<file path="src/rtl/apb_pkg.sv">
// Shared definitions for the APB FIFO completer: register offsets, FSM states,
// and bit positions inside CTRL and STATUS.
package apb_pkg;

    localparam int APB_AW = 4;
    localparam int APB_DW = 32;

    // Register index taken from PADDR[3:2]
    localparam logic [1:0] REG_CTRL    = 2'd0;
    localparam logic [1:0] REG_STATUS  = 2'd1;
    localparam logic [1:0] REG_DATA    = 2'd2;
    localparam logic [1:0] REG_SCRATCH = 2'd3;

    localparam int CTRL_EN_BIT       = 0;
    localparam int CTRL_CLR_BIT      = 1;
    localparam int STATUS_EMPTY_BIT  = 0;
    localparam int STATUS_FULL_BIT   = 1;
    localparam int STATUS_COUNT_LSB  = 16;

    typedef enum logic {
        IDLE   = 1'b0,
        ACCESS = 1'b1
    } apb_state_e;

endpackage

</file>
<file path="src/rtl/apb_fifo_completer_if.sv">
// APB completer bus bundle: the manager drives select/control/write data,
// the completer answers with read data, ready and error.
interface apb_fifo_completer_if;
    import apb_pkg::*;

    logic              PSEL;
    logic              PENABLE;
    logic              PWRITE;
    logic [APB_AW-1:0] PADDR;
    logic [APB_DW-1:0] PWDATA;
    logic [APB_DW-1:0] PRDATA;
    logic              PREADY;
    logic              PSLVERR;

    modport master (
        output PSEL, PENABLE, PWRITE, PADDR, PWDATA,
        input  PRDATA, PREADY, PSLVERR
    );

    modport slave (
        input  PSEL, PENABLE, PWRITE, PADDR, PWDATA,
        output PRDATA, PREADY, PSLVERR
    );

endinterface

</file>
<file path="src/rtl/sync_fifo.sv">
// Single-clock FIFO with push/pop/flush; the head word is visible without a
// pop so the completer can return it in the same cycle the pop is committed.
module sync_fifo
    import apb_pkg::*;
#(
    parameter int DEPTH = 8,
    parameter int WIDTH = 32
) (
    input  logic                   clk,
    input  logic                   rst_n,
    input  logic                   push_i,
    input  logic                   pop_i,
    input  logic                   clr_i,
    input  logic [WIDTH-1:0]       wdata_i,
    output logic [WIDTH-1:0]       rdata_o,
    output logic                   full_o,
    output logic                   empty_o,
    output logic [$clog2(DEPTH):0] count_o
);

    localparam int AW = $clog2(DEPTH);
    localparam int CW = AW + 1;

    logic [WIDTH-1:0] mem_q [DEPTH];
    logic [AW-1:0]    wr_ptr_q, wr_ptr_d;
    logic [AW-1:0]    rd_ptr_q, rd_ptr_d;
    logic [CW-1:0]    count_q, count_d;

    // Pointers are exactly AW bits wide, so wrap modulo DEPTH is free.
    always_comb begin
        wr_ptr_d = wr_ptr_q;
        rd_ptr_d = rd_ptr_q;
        count_d  = count_q;
        if (clr_i) begin
            wr_ptr_d = '0;
            rd_ptr_d = '0;
            count_d  = '0;
        end else begin
            if (push_i) wr_ptr_d = wr_ptr_q + AW'(1);
            if (pop_i)  rd_ptr_d = rd_ptr_q + AW'(1);
            case ({push_i, pop_i})
                2'b10:   count_d = count_q + CW'(1);
                2'b01:   count_d = count_q - CW'(1);
                default: count_d = count_q;
            endcase
        end
    end

    always_ff @(posedge clk) begin
        if (!rst_n) begin
            wr_ptr_q <= '0;
            rd_ptr_q <= '0;
            count_q  <= '0;
        end else begin
            wr_ptr_q <= wr_ptr_d;
            rd_ptr_q <= rd_ptr_d;
            count_q  <= count_d;
        end
    end

    always_ff @(posedge clk) begin
        if (push_i && !clr_i) mem_q[wr_ptr_q] <= wdata_i;
    end

    assign rdata_o = mem_q[rd_ptr_q];
    assign full_o  = (count_q == CW'(DEPTH));
    assign empty_o = (count_q == '0);
    assign count_o = count_q;

endmodule

</file>
<file path="src/rtl/apb_fifo_completer.sv">
// APB completer exposing CTRL/STATUS/DATA/SCRATCH over a sync FIFO, with a
// fixed number of wait states and PSLVERR on illegal accesses.
module apb_fifo_completer
    import apb_pkg::*;
#(
    parameter int DEPTH       = 8,
    parameter int WAIT_STATES = 0
) (
    input  logic                 PCLK,
    input  logic                 PRESET,
    apb_fifo_completer_if.slave  bus
);

    localparam int CW = $clog2(DEPTH) + 1;

    apb_state_e        state_q, state_d;
    logic [3:0]        wait_q, wait_d;
    logic              en_q, en_d;
    logic [APB_DW-1:0] scratch_q, scratch_d;

    logic              pready, perr, commit, access_err;
    logic [APB_DW-1:0] prdata, status_word, read_word;
    logic [1:0]        reg_sel;
    logic              unused_addr_bits;

    logic              fifo_push, fifo_pop, fifo_clr, fifo_full, fifo_empty;
    logic [APB_DW-1:0] fifo_rdata;
    logic [CW-1:0]     fifo_count;

    assign reg_sel          = bus.PADDR[3:2];
    assign unused_addr_bits = ^bus.PADDR[1:0];

    assign access_err = (bus.PWRITE && reg_sel == REG_STATUS) ||
                        (reg_sel == REG_DATA &&
                         (!en_q || (bus.PWRITE ? fifo_full : fifo_empty)));

    always_comb begin
        status_word                             = '0;
        status_word[STATUS_EMPTY_BIT]           = fifo_empty;
        status_word[STATUS_FULL_BIT]            = fifo_full;
        status_word[STATUS_COUNT_LSB +: CW]     = fifo_count;
        read_word                               = '0;
        case (reg_sel)
            REG_CTRL:    read_word[CTRL_EN_BIT] = en_q;
            REG_STATUS:  read_word              = status_word;
            REG_DATA:    read_word              = fifo_rdata;
            default:     read_word              = scratch_q;
        endcase
    end

    // Completion happens combinationally in the last ACCESS cycle; the
    // registered side effects land on the edge that closes it.
    always_comb begin
        state_d = state_q;
        wait_d  = wait_q;
        pready  = 1'b0;
        perr    = 1'b0;
        commit  = 1'b0;
        prdata  = '0;
        case (state_q)
            IDLE: begin
                if (bus.PSEL && !bus.PENABLE) begin
                    state_d = ACCESS;
                    wait_d  = 4'(WAIT_STATES);
                end
            end
            ACCESS: begin
                if (!bus.PSEL) begin
                    state_d = IDLE;
                end else if (bus.PENABLE) begin
                    if (wait_q != 4'd0) begin
                        wait_d = wait_q - 4'd1;
                    end else begin
                        state_d = IDLE;
                        pready  = 1'b1;
                        perr    = access_err;
                        commit  = !access_err;
                        if (!access_err && !bus.PWRITE) prdata = read_word;
                    end
                end
            end
            default: state_d = IDLE;
        endcase
    end

    always_comb begin
        en_d      = en_q;
        scratch_d = scratch_q;
        fifo_push = 1'b0;
        fifo_pop  = 1'b0;
        fifo_clr  = 1'b0;
        if (commit) begin
            if (bus.PWRITE) begin
                case (reg_sel)
                    REG_CTRL: begin
                        en_d     = bus.PWDATA[CTRL_EN_BIT];
                        fifo_clr = bus.PWDATA[CTRL_CLR_BIT];
                    end
                    REG_DATA:    fifo_push = 1'b1;
                    REG_SCRATCH: scratch_d = bus.PWDATA;
                    default:     ;
                endcase
            end else if (reg_sel == REG_DATA) begin
                fifo_pop = 1'b1;
            end
        end
    end

    always_ff @(posedge PCLK) begin
        if (!PRESET) begin
            state_q   <= IDLE;
            wait_q    <= '0;
            en_q      <= 1'b0;
            scratch_q <= '0;
        end else begin
            state_q   <= state_d;
            wait_q    <= wait_d;
            en_q      <= en_d;
            scratch_q <= scratch_d;
        end
    end

    sync_fifo #(
        .DEPTH (DEPTH),
        .WIDTH (APB_DW)
    ) u_fifo (
        .clk     (PCLK),
        .rst_n   (PRESET),
        .push_i  (fifo_push),
        .pop_i   (fifo_pop),
        .clr_i   (fifo_clr),
        .wdata_i (bus.PWDATA),
        .rdata_o (fifo_rdata),
        .full_o  (fifo_full),
        .empty_o (fifo_empty),
        .count_o (fifo_count)
    );

    assign bus.PREADY  = pready;
    assign bus.PSLVERR = perr;
    assign bus.PRDATA  = prdata;

endmodule

</file>
<file path="src/flat_wrapper.sv">
// flat-port wrapper written by rule: the top's interface ports become plain ports
module apb_fifo_completer_flat import apb_pkg::*;
#(
    parameter int DEPTH       = 8,
    parameter int WAIT_STATES = 0
)
  (PCLK, PRESET, bus_PSEL, bus_PENABLE, bus_PWRITE, bus_PADDR, bus_PWDATA, bus_PRDATA, bus_PREADY, bus_PSLVERR);
  apb_fifo_completer_if bus_i ();
  input  logic PCLK;
  input  logic PRESET;
  input wire logic [$bits(bus_i.PSEL)-1:0] bus_PSEL;
  input wire logic [$bits(bus_i.PENABLE)-1:0] bus_PENABLE;
  input wire logic [$bits(bus_i.PWRITE)-1:0] bus_PWRITE;
  input wire logic [$bits(bus_i.PADDR)-1:0] bus_PADDR;
  input wire logic [$bits(bus_i.PWDATA)-1:0] bus_PWDATA;
  output wire logic [$bits(bus_i.PRDATA)-1:0] bus_PRDATA;
  output wire logic [$bits(bus_i.PREADY)-1:0] bus_PREADY;
  output wire logic [$bits(bus_i.PSLVERR)-1:0] bus_PSLVERR;
  assign bus_i.PSEL = bus_PSEL;
  assign bus_i.PENABLE = bus_PENABLE;
  assign bus_i.PWRITE = bus_PWRITE;
  assign bus_i.PADDR = bus_PADDR;
  assign bus_i.PWDATA = bus_PWDATA;
  assign bus_PRDATA = bus_i.PRDATA;
  assign bus_PREADY = bus_i.PREADY;
  assign bus_PSLVERR = bus_i.PSLVERR;
  apb_fifo_completer #(.DEPTH(DEPTH), .WAIT_STATES(WAIT_STATES)) u_core (.PCLK(PCLK), .PRESET(PRESET), .bus(bus_i));
endmodule
</file>
<file path="config.mk">
export PLATFORM = sky130hd
export DESIGN_NAME = apb_fifo_completer_flat
export DESIGN_NICKNAME = d
export VERILOG_FILES = /design/src/rtl/apb_pkg.sv /design/src/rtl/apb_fifo_completer_if.sv /design/src/rtl/sync_fifo.sv /design/src/rtl/apb_fifo_completer.sv /design/src/flat_wrapper.sv
export SDC_FILE = /design/constraint.sdc
export NUM_CORES = 1
export LEC_CHECK = 0
export BUFFER_PORTS_ARGS = -buffer_cell sky130_fd_sc_hd__buf_2
export CAP_MARGIN = 25
export CELL_PAD_IN_SITES_DETAIL_PLACEMENT = 0
export CELL_PAD_IN_SITES_GLOBAL_PLACEMENT = 1
export CORE_MARGIN = 3
export CORE_UTILIZATION = 42
export DETAILED_ROUTE_END_ITERATION = 10
export PLACE_DENSITY_LB_ADDON = 0.3
export SYNTH_ARGS = -nofsm -noshare
export SYNTH_HDL_FRONTEND = slang
export SYNTH_SLANG_ARGS = --single-unit
</file>
<file path="constraint.sdc">
create_clock -name PCLK -period 6.2 [get_ports PCLK]
set_input_delay 0.62 -clock PCLK [delete_from_list [all_inputs] [get_ports PCLK]]
set_output_delay 0.62 -clock PCLK [all_outputs]
set_load 0.02 [all_outputs]
</file>
==> metrics.cfg, run 1 <==
[outcome]
status=complete, no violations

[routing]
post-route-drc-count=0
initial_drt_pass_iterations=4
vias_per_cell=5.43
route.detailed.wl_per_inst_um=21.7
ant_nets=0
drtIter0Drc=444
route.vias.total=6497
detail_route.wirelength_mm=25.9

[critical_path]
setup.worst_path.class=flop to output port
cp_data_required_time_ns=5.58
reg2regPathDepth=7
end_kind=output port
path_max_fanout=39
worst-endpoint-arrival_ns=3.21
timing.critical_path.from_type=flop

[synth]
synth_largest_area_cell=sky130_fd_sc_hd__edfxtp_1
ys_ff_latch=307
synth-edff-count=256
mean_instance_size_in_the_synthesized_netlist_um2=17.9
synthArstFlopShare_pct=0
synth_cells=700
synthTopCellsByCount=256 x sky130_fd_sc_hd__edfxtp_1, 64 x sky130_fd_sc_hd__mux4_2, 62 x sky130_fd_sc_hd__mux2i_1
netlist.area_leader.share_pct=61.2
dominantRegCellSynth=sky130_fd_sc_hd__edfxtp_1
ys_top_cells_by_area=sky130_fd_sc_hd__edfxtp_1 61%, sky130_fd_sc_hd__mux4_2 11%, sky130_fd_sc_hd__dfxtp_1 8.1%
synth.most_common_cell=sky130_fd_sc_hd__edfxtp_1
mappedNetlistArea_um2=12600
yosysWarnings=0
ys_seq_area_share_pct=69.3
syn_nets=747
yosys.cell_types.count=41

[clock_network]
cts.htree.levels=2
ctsRootBufferMaster=sky130_fd_sc_hd__clkbuf_16
clock_insertion_delay_at_the_later_pin_of_the_skew_report_ns=0.50
cts.repair_timing.setup_buffer_count=0
cts-buffers-inserted=34
post_cts.resized_instances=0
clock_sink_total=307
ctsHoldBuffers=0
clockBufferDepth=3
cts_tree=built
cts_clk_pin_slew_worst_paths_ns=0.06

[finish]
instances_no_fill=1196
finish.utilization_pct=49.8
drive_above_1_share_pct=31.5
area_growth_pct=15.3
num_antenna_cells=0
nets=834

[timing]
max_clock_freq_mhz=261
setup_tns_ns=0
timing.final.crit_share_pct=61.7
unrepaired_setup_endpoints_after_global_routing=false
clock_skew_ns=0.0153
finalWorstSetupSlack_ns=2.37
tightestPinTransition_ns=0.965
period_minus_slack_ns=3.83
slew_violations=0
slew_headroom_pct=35.7
finalSetupViolations=0
final_number_of_hold_violating_endpoints=0

[floorplanning]
die-area_um2=32000
floorplan.initialDensity_pct=43.2
die_height_um=179
core-area_um2=29100
floorplan.io_pins=75
width_of_the_chip_um=179
floorplan.rows=62

[place]
replace_congestion=0.776
number_of_input_and_output_port_buffers_inserted=72
placement_stage_worst_setup_slack_ns=2.34
place_hpwl_mm=14.3
placed_cells=1135

[pwr]
leakage_uw=0.00496
power_density_nw_per_um2=293
vdd_drop_max_mv=0.162
power_uw=4240

[job]
timing.max_cap.violations=0

[worst_hold_path]
type_of_the_tightest_min_delay_check=primary input to flop
min_delay_path_depth=1

[global_routing]
grt_max_degree=44
grt.total_usage_pct=16.8
number_of_antenna_violations_at_the_first_check_in_global_routing=1
first_global_vias=6781
overflow=0
grt_first_pass_wirelength_mm=40.5

## state kept, by name, indices dropped and copies added, names as in the netlist, named ones only
| register | cells |
|---|---|
| u_core.wait_q | 4 |
| u_core.u_fifo.rd_ptr_q | 3 |
| u_core.u_fifo.count_o | 4 |
| u_core.u_fifo.wr_ptr_q | 3 |
| u_core.en_q | 1 |
| u_core.scratch_q | 32 |
| u_core.u_fifo.mem_q | 256 |
| u_core.state_q | 1 |
## final timing paths
path	startpoint	endpoint	slack, ns
worst max-delay path	flop	bus_PRDATA[18]	2.37
worst min-delay path	bus_PWDATA[11]	u_core.u_fifo.mem_q[5][11]	0.41
worst max register to register	u_core.wait_q[0]	u_core.u_fifo.mem_q[4][0]	2.83
worst min register to register	u_core.u_fifo.rd_ptr_q[2]	flop	0.48
## kinds of logic after synthesis
kind of cell               Yosys count  synth area share (%)
AOI/OAI and AO/OA                   46                  2.60
xor gates and xnor gates             3                 0.209
adders and majority gates            6                 0.597
buffers and inverters               42                  1.55
DFF                                307                  69.3
muxes                              162                  19.6
and+or+nand+nor                    134                  6.09
## cell usage in the layout, fill, tap and decap left out, types with 7 or more instances in the layout
cell,instances
sky130_fd_sc_hd__buf_2,72
sky130_fd_sc_hd__dfxtp_1,48
sky130_fd_sc_hd__nand2_1,7
sky130_fd_sc_hd__edfxtp_1,256
sky130_fd_sc_hd__nor2_1,35
sky130_fd_sc_hd__o21ai_0,11
sky130_fd_sc_hd__buf_4,15
sky130_fd_sc_hd__mux2i_1,62
sky130_fd_sc_hd__nand3_1,7
sky130_fd_sc_hd__mux4_2,64
sky130_fd_sc_hd__a21oi_1,13
sky130_fd_sc_hd__clkbuf_16,35
sky130_fd_sc_hd__clkbuf_1,10
sky130_fd_sc_hd__nor2b_1,36
sky130_fd_sc_hd__clkbuf_8,7
sky130_fd_sc_hd__mux2_2,36
## metal layers
layer | track usage [%] | part of all wire [%] | vias to the layer above
li1 | - | - | 2964
met1 | 22.1 | 43 | 3345
met2 | 28.9 | 51 | 149
met3 | 3.05 | 4.5 | 37
met4 | 4.12 | 1.9 | 2
met5 | 0 | 0.050 | -
## where the power goes
group | total, uW | switching [uW] | internal [uW]
Combinational | 76.0 | 52.7 | 23.4
Sequential | 2230 | 0.789 | 2230
Clock | 1930 | 764 | 1170
## per-stage QoR
stage | hold slack (ns) | instance area (um^2)
after floorplan | 0.453 | 12600
after global placement | 0.466 | 13400
after detailed placement | 0.472 | 13400
after CTS | 0.386 | 14500
after global routing | 0.392 | 14500
final | 0.406 | 14500
## worst max-delay path, cell delays in order (launching register included)
cell and delay, ns:
sky130_fd_sc_hd__dfxtp_4 0.87, sky130_fd_sc_hd__buf_4 0.56, sky130_fd_sc_hd__mux4_2 0.57, sky130_fd_sc_hd__mux2_2 0.29, sky130_fd_sc_hd__a22oi_1 0.17, sky130_fd_sc_hd__nor2_1 0.06
sky130_fd_sc_hd__buf_2 0.18
## layout make-up
cell class                      instances  area, um^2
Inverter                                6        22.5
Multi-Input combinational cell        351        3710
Clock buffer                           52        1010
Tap cell                              384         480
Timing Repair Buffer                   87         473
Clock inverter                          9        80.1
Fill cell                            2397       14600
Sequential cell                       307        8710
(Power assumes the default switching activity.)
==> inputs of run 2 (changes only) <==
Clock period 6.2 ns to 3.8 ns, I/O delays scaled along.
==> run 2 against run 1 <==
Effect of this change:
- count of clock-buffer cells in the layout shrank 18
- sequential power rose by 63%
- worst setup slack got worse by 1.8 ns
- sequential share of layout area is 0.35 points lower
==> metrics.cfg, run 2 (same netlist as run 1, synthesis figures left out) <==
[outcome]
status=complete, no violations

[critical_path]
cpPeakStageDelay_ns=0.75  ; -0.12 ns
reg2regPathDepth=12  ; +5
critical_path_depth=6  ; unchanged
end_kind=output port
path_max_fanout=28  ; -28%
crit_chain=buf_4 -> mux4_2 -> mux2_2 -> mux2i_1 -> nor2_1 -> buf_2
cp_data_required_time_ns=3.42  ; -2.16 ns
worst-endpoint-arrival_ns=2.86  ; -0.35 ns
cpLargestDelayFamily=multiplexers
cpMaxStageDelayCell=sky130_fd_sc_hd__dfxtp_4
total_buffers_and_inverters_traversed_by_the_critical_path=2  ; unchanged
setup.worst_path.class=flop to output port
timing.critical_path.from_type=flop

[routing]
route.detailed.wl_per_inst_um=21.9  ; +1.0%
ant_nets=0  ; unchanged
post-route-drc-count=0  ; unchanged
initial_drt_pass_iterations=4  ; unchanged
route.vias.total=6506  ; +0.14%
drtIter0Drc=546  ; +23%
vias_per_cell=5.42  ; -0.28%
detail_route.wirelength_mm=26.3  ; +1.5%

[global_routing]
overflow=0  ; unchanged
grt_first_pass_wirelength_mm=40.7  ; +0.54%
number_of_antenna_violations_at_the_first_check_in_global_routing=3  ; +2
grt.total_usage_pct=16.8  ; +0.057 points
grt_max_degree=44  ; unchanged
first_global_vias=6928  ; +2.2%

[clock_network]
cts.repair_timing.setup_buffer_count=0  ; unchanged
post_cts.resized_instances=0  ; unchanged
ctsRootBufferMaster=sky130_fd_sc_hd__clkbuf_16
ctsHoldBuffers=0  ; unchanged
cts.htree.levels=1  ; -1
cts_clk_pin_slew_worst_paths_ns=0.06  ; about the same
cts_tree=built
cts-buffers-inserted=31  ; -8.8%
clock_insertion_delay_at_the_later_pin_of_the_skew_report_ns=0.56  ; +0.06 ns
clockBufferDepth=3  ; unchanged
clock_sink_total=307  ; unchanged

[finish]
finalInstanceArea_um2=14600  ; +0.58%
multi_input_comb_area_um2=3730  ; +0.40%
area_growth_pct=16.0
finish.utilization_pct=50.1  ; +0.29 points
largest_register_ffs=256  ; unchanged
reg.largest.list=u_core.u_fifo.mem_q x256, u_core.scratch_q x32
register_area_um2=8710  ; unchanged
fill_cells=2407  ; +0.42%
most_common_library_cell_in_the_layout_ignoring_fill_and_taps=sky130_fd_sc_hd__edfxtp_1
largest_register=u_core.u_fifo.mem_q
nets=838  ; +0.48%
instances_no_fill=1201  ; +0.42%
layout.cells.most_common_list=256 x sky130_fd_sc_hd__edfxtp_1, 72 x sky130_fd_sc_hd__buf_2, 64 x sky130_fd_sc_hd__mux4_2
drive_above_1_share_pct=32.1  ; +0.58 points

[pwr]
vdd_drop_max_mv=0.340  ; +110%
leakage_uw=0.00497  ; +0.22%
power_density_nw_per_um2=466  ; +59%

[place]
placed_cells=1142  ; +0.62%
number_of_input_and_output_port_buffers_inserted=72  ; unchanged
replace_congestion=0.783  ; +0.81%
dpl-instance-area_um2=13500  ; +1.1%
place_hpwl_mm=14.8  ; +3.6%
placement_stage_worst_setup_slack_ns=0.862  ; -1.48 ns

[timing]
finalWorstSetupSlack_ns=0.559  ; -1.82 ns
tightestPinTransition_ns=0.750  ; -0.215 ns
finalSetupViolations=0  ; unchanged
unrepaired_setup_endpoints_after_global_routing=false
final_number_of_hold_violating_endpoints=0  ; unchanged
slew_violations=0  ; unchanged
slew_headroom_pct=50.0  ; +14 points
period_minus_slack_ns=3.24
timing.final.crit_share_pct=85.3
clock_skew_ns=0.0139  ; -0.00143 ns
max_clock_freq_mhz=309

[floorplanning]
floorplan.io_pins=75  ; unchanged
floorplan.initialDensity_pct=43.2  ; unchanged
core-area_um2=29100  ; unchanged
width_of_the_chip_um=179  ; unchanged
die-area_um2=32000  ; unchanged
die_height_um=179  ; unchanged
floorplan.rows=62  ; unchanged

[worst_hold_path]
type_of_the_tightest_min_delay_check=primary input to flop
min_delay_path_depth=1  ; unchanged

[job]
timing.max_cap.violations=0  ; unchanged

-- run 2: power breakdown --
part,switching (uW),internal [uW]
logic,85.6,39.4
clock network,1250,1780
registers,1.32,3640
total,1340,5460
-- run 2: stage by stage --
step	total power (uW)	hold WS, ns	TNS, ns
3_3_place_gp	3830	0.470	0
3_5_place_dp	3840	0.502	0
5_1_grt	7010	0.106	0
4_1_cts	6860	0.0871	0
6_report	6800	0.112	0
2_1_floorplan	3760	0.453	-21.57
-- run 2: layer usage --
metal / part of all wire (%) / vias to the layer above / GRT usage (%)
met5: 0.049 / - / 0
met4: 1.5 / 2 / 4.09
li1: - / 2976 / -
met3: 4.6 / 32 / 2.65
met2: 52 / 131 / 29.5
met1: 42 / 3365 / 22.1
-- run 2: area by class of cell --
type,instances,area share (%)
antenna,1,0.0172
clock buffer,34,5.47
clock inverter,24,1.59
inverter,6,0.155
multi-input combinational,351,25.6
sequential,307,59.8
tap,384,3.30
timing repair buffer,94,4.12
-- run 2: final timing paths --
path	from	end	slack [ns]
min reg2reg	u_core.wait_q[1]	u_core.wait_q[1]	0.51
max	flop	bus_PRDATA[28]	0.56
max reg2reg	u_core.wait_q[0]	u_core.u_fifo.count_o[2]	0.91
min	bus_PWDATA[9]	u_core.u_fifo.mem_q[0][9]	0.11
-- run 2: worst reg2reg max path: stages, from the launching register on --
cell                      delay (ns)
sky130_fd_sc_hd__dfxtp_1        0.34
sky130_fd_sc_hd__inv_1          0.09
sky130_fd_sc_hd__ha_1           0.26
sky130_fd_sc_hd__and3b_1        0.28
sky130_fd_sc_hd__nand3_1        0.18
sky130_fd_sc_hd__nor3_1         0.33
sky130_fd_sc_hd__ha_1           0.32
sky130_fd_sc_hd__xor2_1         0.19
sky130_fd_sc_hd__ha_1           0.17
sky130_fd_sc_hd__a21oi_1        0.05
sky130_fd_sc_hd__xor2_1         0.17
sky130_fd_sc_hd__or3_1          0.31
sky130_fd_sc_hd__a21oi_1        0.15
==> inputs of run 3 (changes only) <==
Settings changed: CORE_MARGIN 3 to 5.
==> run 3 against run 2 <==
Effect of this change:
- clock skew up 0.0048 ns
- global-route usage down 0.89 points
- critical path depth unchanged
- first-iteration DRC count down 31%
- fmax down 0.50%
- worst hold slack better by 0.040 ns
- sequential power about the same
==> metrics.cfg, run 3 (same netlist as run 1, synthesis figures left out) <==
[routing]
drtIter0Drc=376  ; -31%
route.detailed.wl_per_inst_um=22.1  ; +0.83%
detail_route.wirelength_mm=26.6  ; +1.4%
route.vias.total=6547  ; +0.63%
initial_drt_pass_iterations=5  ; +1
post-route-drc-count=0  ; unchanged
vias_per_cell=5.42  ; about the same
ant_nets=0  ; unchanged

[finish]
instances_no_fill=1208  ; +0.58%
num_antenna_cells=0  ; -1
most_common_library_cell_in_the_layout_ignoring_fill_and_taps=sky130_fd_sc_hd__edfxtp_1
nets=839  ; +0.12%
reg.largest.list=u_core.u_fifo.mem_q x256, u_core.scratch_q x32
area_growth_pct=16.2
drive_above_1_share_pct=32.2  ; +0.044 points
largest_register_ffs=256  ; unchanged
fill_cells=2459  ; +2.2%
finalInstanceArea_um2=14600  ; +0.13%
largest_register=u_core.u_fifo.mem_q
layout.cells.most_common_list=256 x sky130_fd_sc_hd__edfxtp_1, 72 x sky130_fd_sc_hd__buf_2, 64 x sky130_fd_sc_hd__mux4_2

[critical_path]
cpPeakStageDelay_ns=0.72  ; -0.03 ns
setup.worst_path.class=flop to output port
cpMaxStageDelayCell=sky130_fd_sc_hd__dfxtp_4
end_kind=output port
critical_path.reg2reg.endpoint=u_core.u_fifo.count_o[2]
path_max_fanout=27  ; -3.6%
reg_to_reg_start=u_core.wait_q[0]
cp_data_required_time_ns=3.42  ; about the same
reg2regPathDepth=12  ; unchanged
ff_to_ff_setup_slack_ns=0.57  ; -0.34 ns
timing.critical_path.from_type=flop
crit_chain=buf_4 -> mux4_2 -> mux2_2 -> mux2i_1 -> nor2_1 -> buf_2
worst-endpoint-arrival_ns=2.88  ; +0.02 ns

[timing]
timing.final.crit_share_pct=85.7  ; +0.43 points
setup_tns_ns=0  ; unchanged
unrepaired_setup_endpoints_after_global_routing=false
finalSetupViolations=0  ; unchanged
max_clock_freq_mhz=307  ; -0.50%
tightestPinTransition_ns=0.900  ; +0.150 ns
slew_violations=0  ; unchanged
slew_headroom_pct=40.0  ; -10 points
clock_skew_ns=0.0187  ; +0.00485 ns
final_number_of_hold_violating_endpoints=0  ; unchanged
period_minus_slack_ns=3.26  ; +0.0164 ns

[clock_network]
cts-buffers-inserted=34  ; +9.7%
cts_clk_pin_slew_worst_paths_ns=0.06  ; about the same
cts_tree=built
clock_insertion_delay_at_the_later_pin_of_the_skew_report_ns=0.51  ; -0.05 ns
clockBufferDepth=3  ; unchanged
ctsRootBufferMaster=sky130_fd_sc_hd__clkbuf_16
cts.repair_timing.setup_buffer_count=0  ; unchanged
post_cts.resized_instances=0  ; unchanged
clock_sink_total=307  ; unchanged
cts.htree.levels=2  ; +1
ctsHoldBuffers=0  ; unchanged

[outcome]
status=complete, no violations

[worst_hold_path]
min_delay_path_depth=1  ; unchanged
holdCritStartpoint=bus_PWDATA[11]
min_delay_worst_endpoint=u_core.u_fifo.mem_q[2][11]
type_of_the_tightest_min_delay_check=primary input to flop

[place]
dpl-instance-area_um2=13500  ; -0.42%
placed_cells=1146  ; +0.35%
place_hpwl_mm=15.0  ; +1.3%
number_of_input_and_output_port_buffers_inserted=72  ; unchanged
replace_congestion=0.773  ; -1.2%

[global_routing]
grt_max_degree=33  ; -25%
overflow=0  ; unchanged
grt_first_pass_wirelength_mm=41.1  ; +0.83%
grt.total_usage_pct=15.9  ; -0.89 points
first_global_vias=6906  ; -0.32%
number_of_antenna_violations_at_the_first_check_in_global_routing=2  ; -1

[floorplanning]
core-area_um2=29600  ; +1.6%
die-area_um2=33500  ; +4.5%
die_height_um=183  ; +2.2%
floorplan.io_pins=75  ; unchanged
floorplan.rows=63  ; +1.6%
width_of_the_chip_um=183  ; +2.2%
floorplan.initialDensity_pct=42.5  ; -0.69 points

[pwr]
vdd_drop_max_mv=0.278  ; -18%
power_density_nw_per_um2=476  ; +2.0%
leakage_uw=0.00498  ; +0.20%

[job]
timing.max_cap.violations=0  ; unchanged

==> run 3: cell types whose count changed in the layout (fill, tap and decap cells not counted), sizes merged, moves of 2 or more <==
| cell | before | now |
|---|---|---|
| clkbuf | 34 | 42 |
| buf | 94 | 92 |
| bufinv | 4 | 2 |
| clkinv | 16 | 14 |
==> run 3: cell type report <==
class | instances | area [um^2] | area share [%]
inverter | 6 | 22.5 | 0.154
sequential | 307 | 8710 | 59.7
timing repair buffer | 92 | 536 | 3.67
tap | 390 | 488 | 3.34
multi-input combinational | 351 | 3730 | 25.5
clock buffer | 42 | 922 | 6.32
clock inverter | 20 | 185 | 1.27
==> run 3: metrics by stage <==
step / worst slack (ns) / hold slack [ns] / utilization (%) / total power, uW
after CTS: 0.457 / 0.132 / 49.4 / 7020
final: 0.543 / 0.152 / 49.4 / 6950
after detailed placement: 0.637 / 0.474 / 45.6 / 3840
after floorplan: -0.225 / 0.453 / - / 3760
after global placement: 0.645 / 0.469 / 45.6 / 3830
after global routing: 0.281 / 0.148 / 49.4 / 7190
==> run 3: worst max-delay path by stage <==
stage / startpoint / end / slack, ns / cells after the start
after floorplan: u_core.wait_q[0] / u_core.u_fifo.mem_q[2][0] / -0.22 / 6
after global placement: bus_PADDR[3] / u_core.u_fifo.count_o[2] / 0.64 / 11
after detailed placement: u_core.wait_q[0] / u_core.u_fifo.count_o[2] / 0.64 / 12
after CTS: flop / bus_PRDATA[6] / 0.46 / 6
after global routing: u_core.wait_q[0] / u_core.u_fifo.count_o[2] / 0.28 / 12
final: flop / bus_PRDATA[6] / 0.54 / 6
==> run 3: per-layer routing <==
| layer | track usage [%] | up-vias | share of wire [%] |
|---|---|---|---|
| met5 | 0 | - | 0.075 |
| met3 | 2.88 | 38 | 3.8 |
| met4 | 4.11 | 2 | 1.6 |
| met2 | 27.1 | 128 | 51 |
| li1 | - | 2972 | - |
| met1 | 21.4 | 3407 | 44 |
==> run 3: report_power, final <==
part	internal, uW	switching, uW
Combinational	39.1	87.7
Sequential	3640	1.36
Clock	1880	1300
==> run 3: worst max-delay path: cells and delay by family, from the launching register on <==
kind / cells / cell delay (ns)
buf+inv: 2 / 0.59
flops: 1 / 0.72
mux: 3 / 0.97
simple gates: 1 / 0.09
